### src/rtl/program_loader_if.sv
// Byte stream in from the serial receiver, word writes out to program memory.
interface program_loader_if #(
   parameter int AB = 11,
   parameter int DB = 16
);
   logic [7:0]    rx_data;
   logic          rx_valid;
   logic          rx_ready;
   logic          wr_en;
   logic [AB-1:0] wr_addr;
   logic [DB-1:0] wr_data;

   modport master (
      input  rx_data, rx_valid,
      output rx_ready, wr_en, wr_addr, wr_data
   );

   modport slave (
      output rx_data, rx_valid,
      input  rx_ready, wr_en, wr_addr, wr_data
   );
endinterface

### src/rtl/program_loader.sv
// Packs received bytes (high first) into 16-bit words written to program memory from address 0;
// one write per 3 cycles at best, rx_ready low during the write cycle and outside a session.
module program_loader #(
   parameter int AB = 11,
   parameter int DB = 16
) (
   input  logic             clk,
   input  logic             reset,
   input  logic             start,
   program_loader_if.master bus,
   output logic             busy,
   output logic             done,
   output logic             overflow,
   output logic [AB:0]      word_count
);

   typedef enum logic [2:0] {
      S_IDLE,
      S_HI,
      S_LO,
      S_WR,
      S_DONE
   } state_t;

   localparam logic [AB-1:0] ADDR_LAST = {AB{1'b1}};

   state_t        state_q, state_d;
   logic [AB-1:0] addr_q, addr_d;
   logic [7:0]    hi_q, hi_d;
   logic [AB-1:0] wr_addr_q, wr_addr_d;
   logic [DB-1:0] wr_data_q, wr_data_d;
   logic [AB:0]   word_count_q, word_count_d;
   logic          overflow_q, overflow_d;

   always_ff @(posedge clk) begin
      if (reset) begin
         state_q      <= S_IDLE;
         addr_q       <= '0;
         hi_q         <= '0;
         wr_addr_q    <= '0;
         wr_data_q    <= '0;
         word_count_q <= '0;
         overflow_q   <= 1'b0;
      end else begin
         state_q      <= state_d;
         addr_q       <= addr_d;
         hi_q         <= hi_d;
         wr_addr_q    <= wr_addr_d;
         wr_data_q    <= wr_data_d;
         word_count_q <= word_count_d;
         overflow_q   <= overflow_d;
      end
   end

   always_comb begin
      state_d      = state_q;
      addr_d       = addr_q;
      hi_d         = hi_q;
      wr_addr_d    = wr_addr_q;
      wr_data_d    = wr_data_q;
      word_count_d = word_count_q;
      overflow_d   = overflow_q;

      case (state_q)
         S_IDLE, S_DONE: begin
            if (start) begin
               addr_d       = '0;
               word_count_d = '0;
               overflow_d   = 1'b0;
               state_d      = S_HI;
            end
         end
         S_HI: begin
            if (bus.rx_valid) begin
               hi_d    = bus.rx_data;
               state_d = S_LO;
            end
         end
         S_LO: begin
            // Write bus is loaded here so it is registered and stable through the WR cycle.
            if (bus.rx_valid) begin
               wr_addr_d = addr_q;
               wr_data_d = {hi_q, bus.rx_data};
               state_d   = S_WR;
            end
         end
         S_WR: begin
            word_count_d = word_count_q + (AB+1)'(1);
            if (wr_data_q == '0) begin
               state_d = S_DONE;
            end else if (addr_q == ADDR_LAST) begin
               overflow_d = 1'b1;
               state_d    = S_DONE;
            end else begin
               addr_d  = addr_q + AB'(1);
               state_d = S_HI;
            end
         end
         default: state_d = S_IDLE;
      endcase
   end

   assign bus.rx_ready = (state_q == S_HI) || (state_q == S_LO);
   assign bus.wr_en    = (state_q == S_WR);
   assign bus.wr_addr  = wr_addr_q;
   assign bus.wr_data  = wr_data_q;
   assign busy         = (state_q == S_HI) || (state_q == S_LO) || (state_q == S_WR);
   assign done         = (state_q == S_DONE);
   assign overflow     = overflow_q;
   assign word_count   = word_count_q;

endmodule

### src/flat_wrapper.sv
// flat-port wrapper written by rule: the top's interface ports become plain ports
module program_loader_flat 
#(
   parameter int AB = 11,
   parameter int DB = 16
)
  (clk, reset, start, busy, done, overflow, word_count, bus_rx_data, bus_rx_valid, bus_rx_ready, bus_wr_en, bus_wr_addr, bus_wr_data);
  program_loader_if #(.AB(AB), .DB(DB)) bus_i ();
  input  logic clk;
  input  logic reset;
  input  logic start;
  output logic busy;
  output logic done;
  output logic overflow;
  output logic [AB:0] word_count;
  input wire logic [$bits(bus_i.rx_data)-1:0] bus_rx_data;
  input wire logic [$bits(bus_i.rx_valid)-1:0] bus_rx_valid;
  output wire logic [$bits(bus_i.rx_ready)-1:0] bus_rx_ready;
  output wire logic [$bits(bus_i.wr_en)-1:0] bus_wr_en;
  output wire logic [$bits(bus_i.wr_addr)-1:0] bus_wr_addr;
  output wire logic [$bits(bus_i.wr_data)-1:0] bus_wr_data;
  assign bus_i.rx_data = bus_rx_data;
  assign bus_i.rx_valid = bus_rx_valid;
  assign bus_rx_ready = bus_i.rx_ready;
  assign bus_wr_en = bus_i.wr_en;
  assign bus_wr_addr = bus_i.wr_addr;
  assign bus_wr_data = bus_i.wr_data;
  program_loader #(.AB(AB), .DB(DB)) u_core (.clk(clk), .reset(reset), .start(start), .bus(bus_i), .busy(busy), .done(done), .overflow(overflow), .word_count(word_count));
endmodule
### config.mk
export PLATFORM = sky130hd
export DESIGN_NAME = program_loader_flat
export DESIGN_NICKNAME = d
export VERILOG_FILES = /design/src/rtl/program_loader_if.sv /design/src/rtl/program_loader.sv /design/src/flat_wrapper.sv
export SDC_FILE = /design/constraint.sdc
export NUM_CORES = 1
export LEC_CHECK = 0
export ABC_AREA = 0
export CORE_MARGIN = 3
export CORE_UTILIZATION = 54
export DETAILED_ROUTE_END_ITERATION = 8
export PLACE_DENSITY_LB_ADDON = 0.25
export SETUP_SLACK_MARGIN = 0.15
export SYNTH_ARGS = -nofsm -noshare
export SYNTH_HDL_FRONTEND = slang
export SYNTH_SLANG_ARGS = --single-unit
### constraint.sdc
create_clock -name clk -period 4.7 [get_ports clk]
set_input_delay 0.94 -clock clk [delete_from_list [all_inputs] [get_ports clk]]
set_output_delay 0.94 -clock clk [all_outputs]
set_load 0.03 [all_outputs]
; ---- Yosys cells after proc, flatten, opt, wreduce, memory -nomap -nowiden
; Cells that the tools add are included.
[totals]
register_bits = 62
inputBits = 12
output_inout_bits = 44
[op_classes]
n_addsub = 2
eq_ne = 11
muxes = 16
n_reduce_logical = 12
[ops]
columns = op, count
row1 = 11-bit 2-to-1 mux, 3
row2 = 12-bit case mux with 2 select lines, 1
row3 = 11-bit case mux with 2 select lines, 1
row4 = 16-bit zero test, 1
row5 = 3-bit 2-to-1 mux, 5
row6 = "12-bit by 1-bit adder with 12-bit output, second input constant", 1
row7 = 12-bit 2-to-1 mux, 1
row8 = 3-bit case mux with 4 select lines, 1
row9 = "11-bit by 1-bit adder with 11-bit output, second input constant", 1
row10 = "11-bit == test, second input constant", 1
row11 = "2-bit inequality test, second input constant", 5
row12 = 4-bit AND reduction, 2
row13 = "3-bit by 2-bit == test with 1-bit output, second input constant", 2
row14 = 2-bit AND reduction, 3
row15 = "3-bit by 1-bit == test with 1-bit output, second input constant", 1
row16 = "3-bit == test, second input constant", 1
row17 = 3-bit zero test, 1
row18 = 1-bit 2-to-1 mux, 3
row19 = 3-bit AND reduction, 1
row20 = 1-bit logical OR, 2
row21 = "2-bit by 1-bit inequality test with 1-bit output, second input constant", 1
row22 = 1-bit case mux with 2 select lines, 1
row23 = 2-bit nonzero test, 1
row24 = 2-bit OR reduction, 1

; ---- Logic depth before layout (Yosys ltp)
[depth]
word_depth = 4
mapped_depth = 7
depth_no_buf = 5

; ---- Worst setup path after synthesis
; Ideal clock, no wire load.
[synth_timing]
path_kind = register to output
startpoint = register u_core.state_q[0]
endpoint = output bus_rx_ready
t_arrival_ns = 1.157
setup_slack_ns = 2.603
stages_incl_launch_ff = 4
cell_sequence = dfxtp_1 > clkbuf_1 > nand2b_1 > a21oi_1
[synth_via]
elab_chain_cells = 2
[synth_rtl]
columns = item, line
row1 = start: declaration, program_loader.sv:27  ; state_t state_q, state_d;
row2 = start signal: assignment, program_loader.sv:45  ; state_q <= state_d;
row3 = 3-bit by 1-bit == test with 1-bit output / 3-bit by 2-bit == test with 1-bit output (equally long branches), program_loader.sv:103  ; assign bus.rx_ready = (state_q == S_HI) || (state_q == S_LO);
row4 = 1-bit logical OR *, program_loader.sv:103
row5 = end: declaration, flat_wrapper.sv:18  ; output wire logic [$bits(bus_i.rx_ready)-1:0] bus_rx_ready;
; Mark *: on every way between the ends. The rest lies on a longest branch, timed or not.

; ---- Worst setup path after layout
[layout_timing]
startpoint = register u_core.state_q[0]
endpoint = output bus_wr_en
[layout_via]
elab_chain_cells = 1
[layout_rtl]
columns = item, line
row1 = 3-bit by 2-bit == test with 1-bit output, program_loader.sv:104  ; assign bus.wr_en = (state_q == S_WR);
row2 = end: declaration, flat_wrapper.sv:19  ; output wire logic [$bits(bus_i.wr_en)-1:0] bus_wr_en;
; Every way passes these cells.

==> results.cfg <==
[outcome]
status = finished clean

[timing]
tightest_slew_ns = 1.01
hold_violations = 0
rsz0062_at_grt = no
skew_ns = 0.00581
period_needed_ns = 3.27
finalSetupViolCount = 0
relSlewSlack = 0.328
fin_setup_tns_ns = 0
timing.fmax_mhz = 306
fin_crit_sh = 0.695
slew_viol_final = 0

[hold_path]
hold_path_class = reg2reg
hold_depth = 2

[synthesis]
synth_edf_count = 0
postSynthCellCount = 327
ys_seq_elements = 62
synth_area_um2 = 2700
yosysSeqAreaShare = 0.459
avgSynthCellArea_um2 = 8.27
yosysTopAreaCell = dfxtp_1
synth_cell_types = 45
synth_nets = 341
yosysWarningCount = 0
synth_area_leaders = dfxtp_1 (46%), nand2_1 (12%), a21oi_1 (8.1%), or4_1 (2.8%), clkbuf_1 (2.2%)
yosys.area.top_type_share = 0.459
synth-main-ff-cell = dfxtp_1
synthArstFlopShare = 0

[floorplan]
io_pins = 56
dieArea_um2 = 5890
start_util = 0.565
rows = 25
fp.dieH_um = 76.8
core_area_um2 = 4790
die_w_um = 76.8

[worst_setup_path]
crit_fanout = 14
critPathRequiredTime_ns = 3.76
endpoint_kind = output port
critPathLaunchType = register
reg2reg_depth = 5
cp.arrival_ns = 2.33
critical_path_class = reg2out

[cts]
htree_levels = 3
clk_latency_ns = 0.34
clk_pin_slew_worst_paths_ns = 0.07
cts_buffers = 9
numClockSinks = 62
postCtsSetupRepairBufs = 0
cts_tree = yes
cts_root_buf = clkbuf_8
cts-resized-gates = 0
cts.path.max_buffers = 2
cts_hold_buf = 0

[layout]
nets = 388
diodes = 0
drive_gt1_frac = 0.0820
final_cells = 445
nFillCells = 388
area_growth_pct = 28.3

[place]
numPortBuffers = 55
place_inst = 430
place_congestion = 0.812
dp_hpwl_mm = 4.16

[global_routing]
grt_pass1_vias = 2408
grt_usage = 0.223
grt_max_degree = 60
antenna_found_initial = 0
gr-total-overflow = 0
grt_pass1_wl_mm = 10.8

[route]
drc = 0
vias = 2535
dr.pass1.iters = 4
ant_nets = 0
drt_iter0_markers = 178
wirelength_mm = 6.32
routedWlPerCell_um = 14.2
viasPerCell = 5.70

[pwr]
p_leak_nw = 1.12
p_int_mw = 0.897
powerDensity_nw_per_um2 = 346
p_seq_frac = 0.458
switching_power_mw = 0.302
peakVddDrop_uv = 261
total_power_mw = 1.20
comb_power_share = 0.113
swShare = 0.252
clkPwrFrac = 0.429

[run]
cap_violations = 0
## state kept, by name, indices dropped and copies added, names as in the netlist
register            flops
u_core.word_count      12
u_core.bus.wr_data     16
u_core.overflow         1
u_core.hi_q             8
u_core.addr_q          11
u_core.state_q          3
u_core.bus.wr_addr     11
## placed cells by master (no fill, tap or decap), drive strengths merged, types with 5 or more instances in the layout
cell type       n
o31ai           7
nand3           7
clkdlybuf4s50  54
clkbuf         12
a21oi          50
dfxtp          62
nor2           15
or4            12
nand4           6
nand2b          5
nand2          84
o21ai           6
## critical path, cell delays in order (launching register included)
cell and delay [ns]:
dfxtp_1 0.46, nand3b_1 0.37, inv_1 0.42, clkdlybuf4s50_1 0.75
## metrics by stage
step	hold WS, ns	util	instance area (µm²)	worst slack, ns
global route	0.476	0.725	3470	1.27
CTS	0.455	0.725	3470	1.43
finish	0.451	0.725	3470	1.43
detailed placement	0.445	0.680	3250	1.80
floorplan	0.432	-	2700	2.60
global placement	0.440	0.680	3250	1.84
## worst paths after layout
kind	startpoint	endpoint	slack [ns]
min	u_core.hi_q[2]	u_core.bus.wr_data[10]	0.45
max reg2reg	u_core.state_q[0]	u_core.addr_q[6]	2.29
max	u_core.state_q[0]	bus_wr_en	1.43
min reg2reg	u_core.hi_q[2]	u_core.bus.wr_data[10]	0.45
## metal layers
metal / global-route usage / share of wire / wire [µm]
met1: 0.284 / 0.47 / 2940
met2: 0.356 / 0.47 / 2940
met3: 0.0423 / 0.058 / 369
met4: 0.118 / 0.0098 / 62
met5: 0 / 0 / 0
## power groups by stage
stage / clock network [mW] / logic [mW] / registers, mW
after CTS: 0.518 / 0.135 / 0.549
after global routing: 0.541 / 0.148 / 0.552
after global placement: 0 / 0.134 / 0.560
after floorplan: 0 / 0.0893 / 0.561
final: 0.514 / 0.136 / 0.550
after detailed placement: 0 / 0.134 / 0.561
## layout make-up
class | instances | area [µm²] | area share
well taps | 67 | 83.8 | 0.0242
clock buffers | 12 | 145 | 0.0418
inverters | 2 | 7.51 | 0.00216
flip-flops and latches | 62 | 1240 | 0.358
clock inverters | 3 | 68.8 | 0.0198
multi-input cells | 243 | 1370 | 0.395
repair buffers | 56 | 553 | 0.159
## cell families after synthesis
| family | share of synthesized area |
|---|---|
| multiplexers | 0.00833 |
| flip-flops | 0.459 |
| AND/OR/NAND/NOR | 0.279 |
| buffers and inverters | 0.0347 |
| AO/OA/AOI/OAI | 0.210 |
| adder cells (fa/ha/maj) | 0.00925 |
## synth_stat cells, drive strengths merged (4+ instances only)
cell type  instances
o31ai              7
nand2             84
or4               12
dfxtp             62
buf                4
o21ai              6
nand4              6
a21oi             50
clkbuf            16
nand3              7
nor2              15
nand2b             5
No activity file was read; power rests on OpenSTA's default activity.
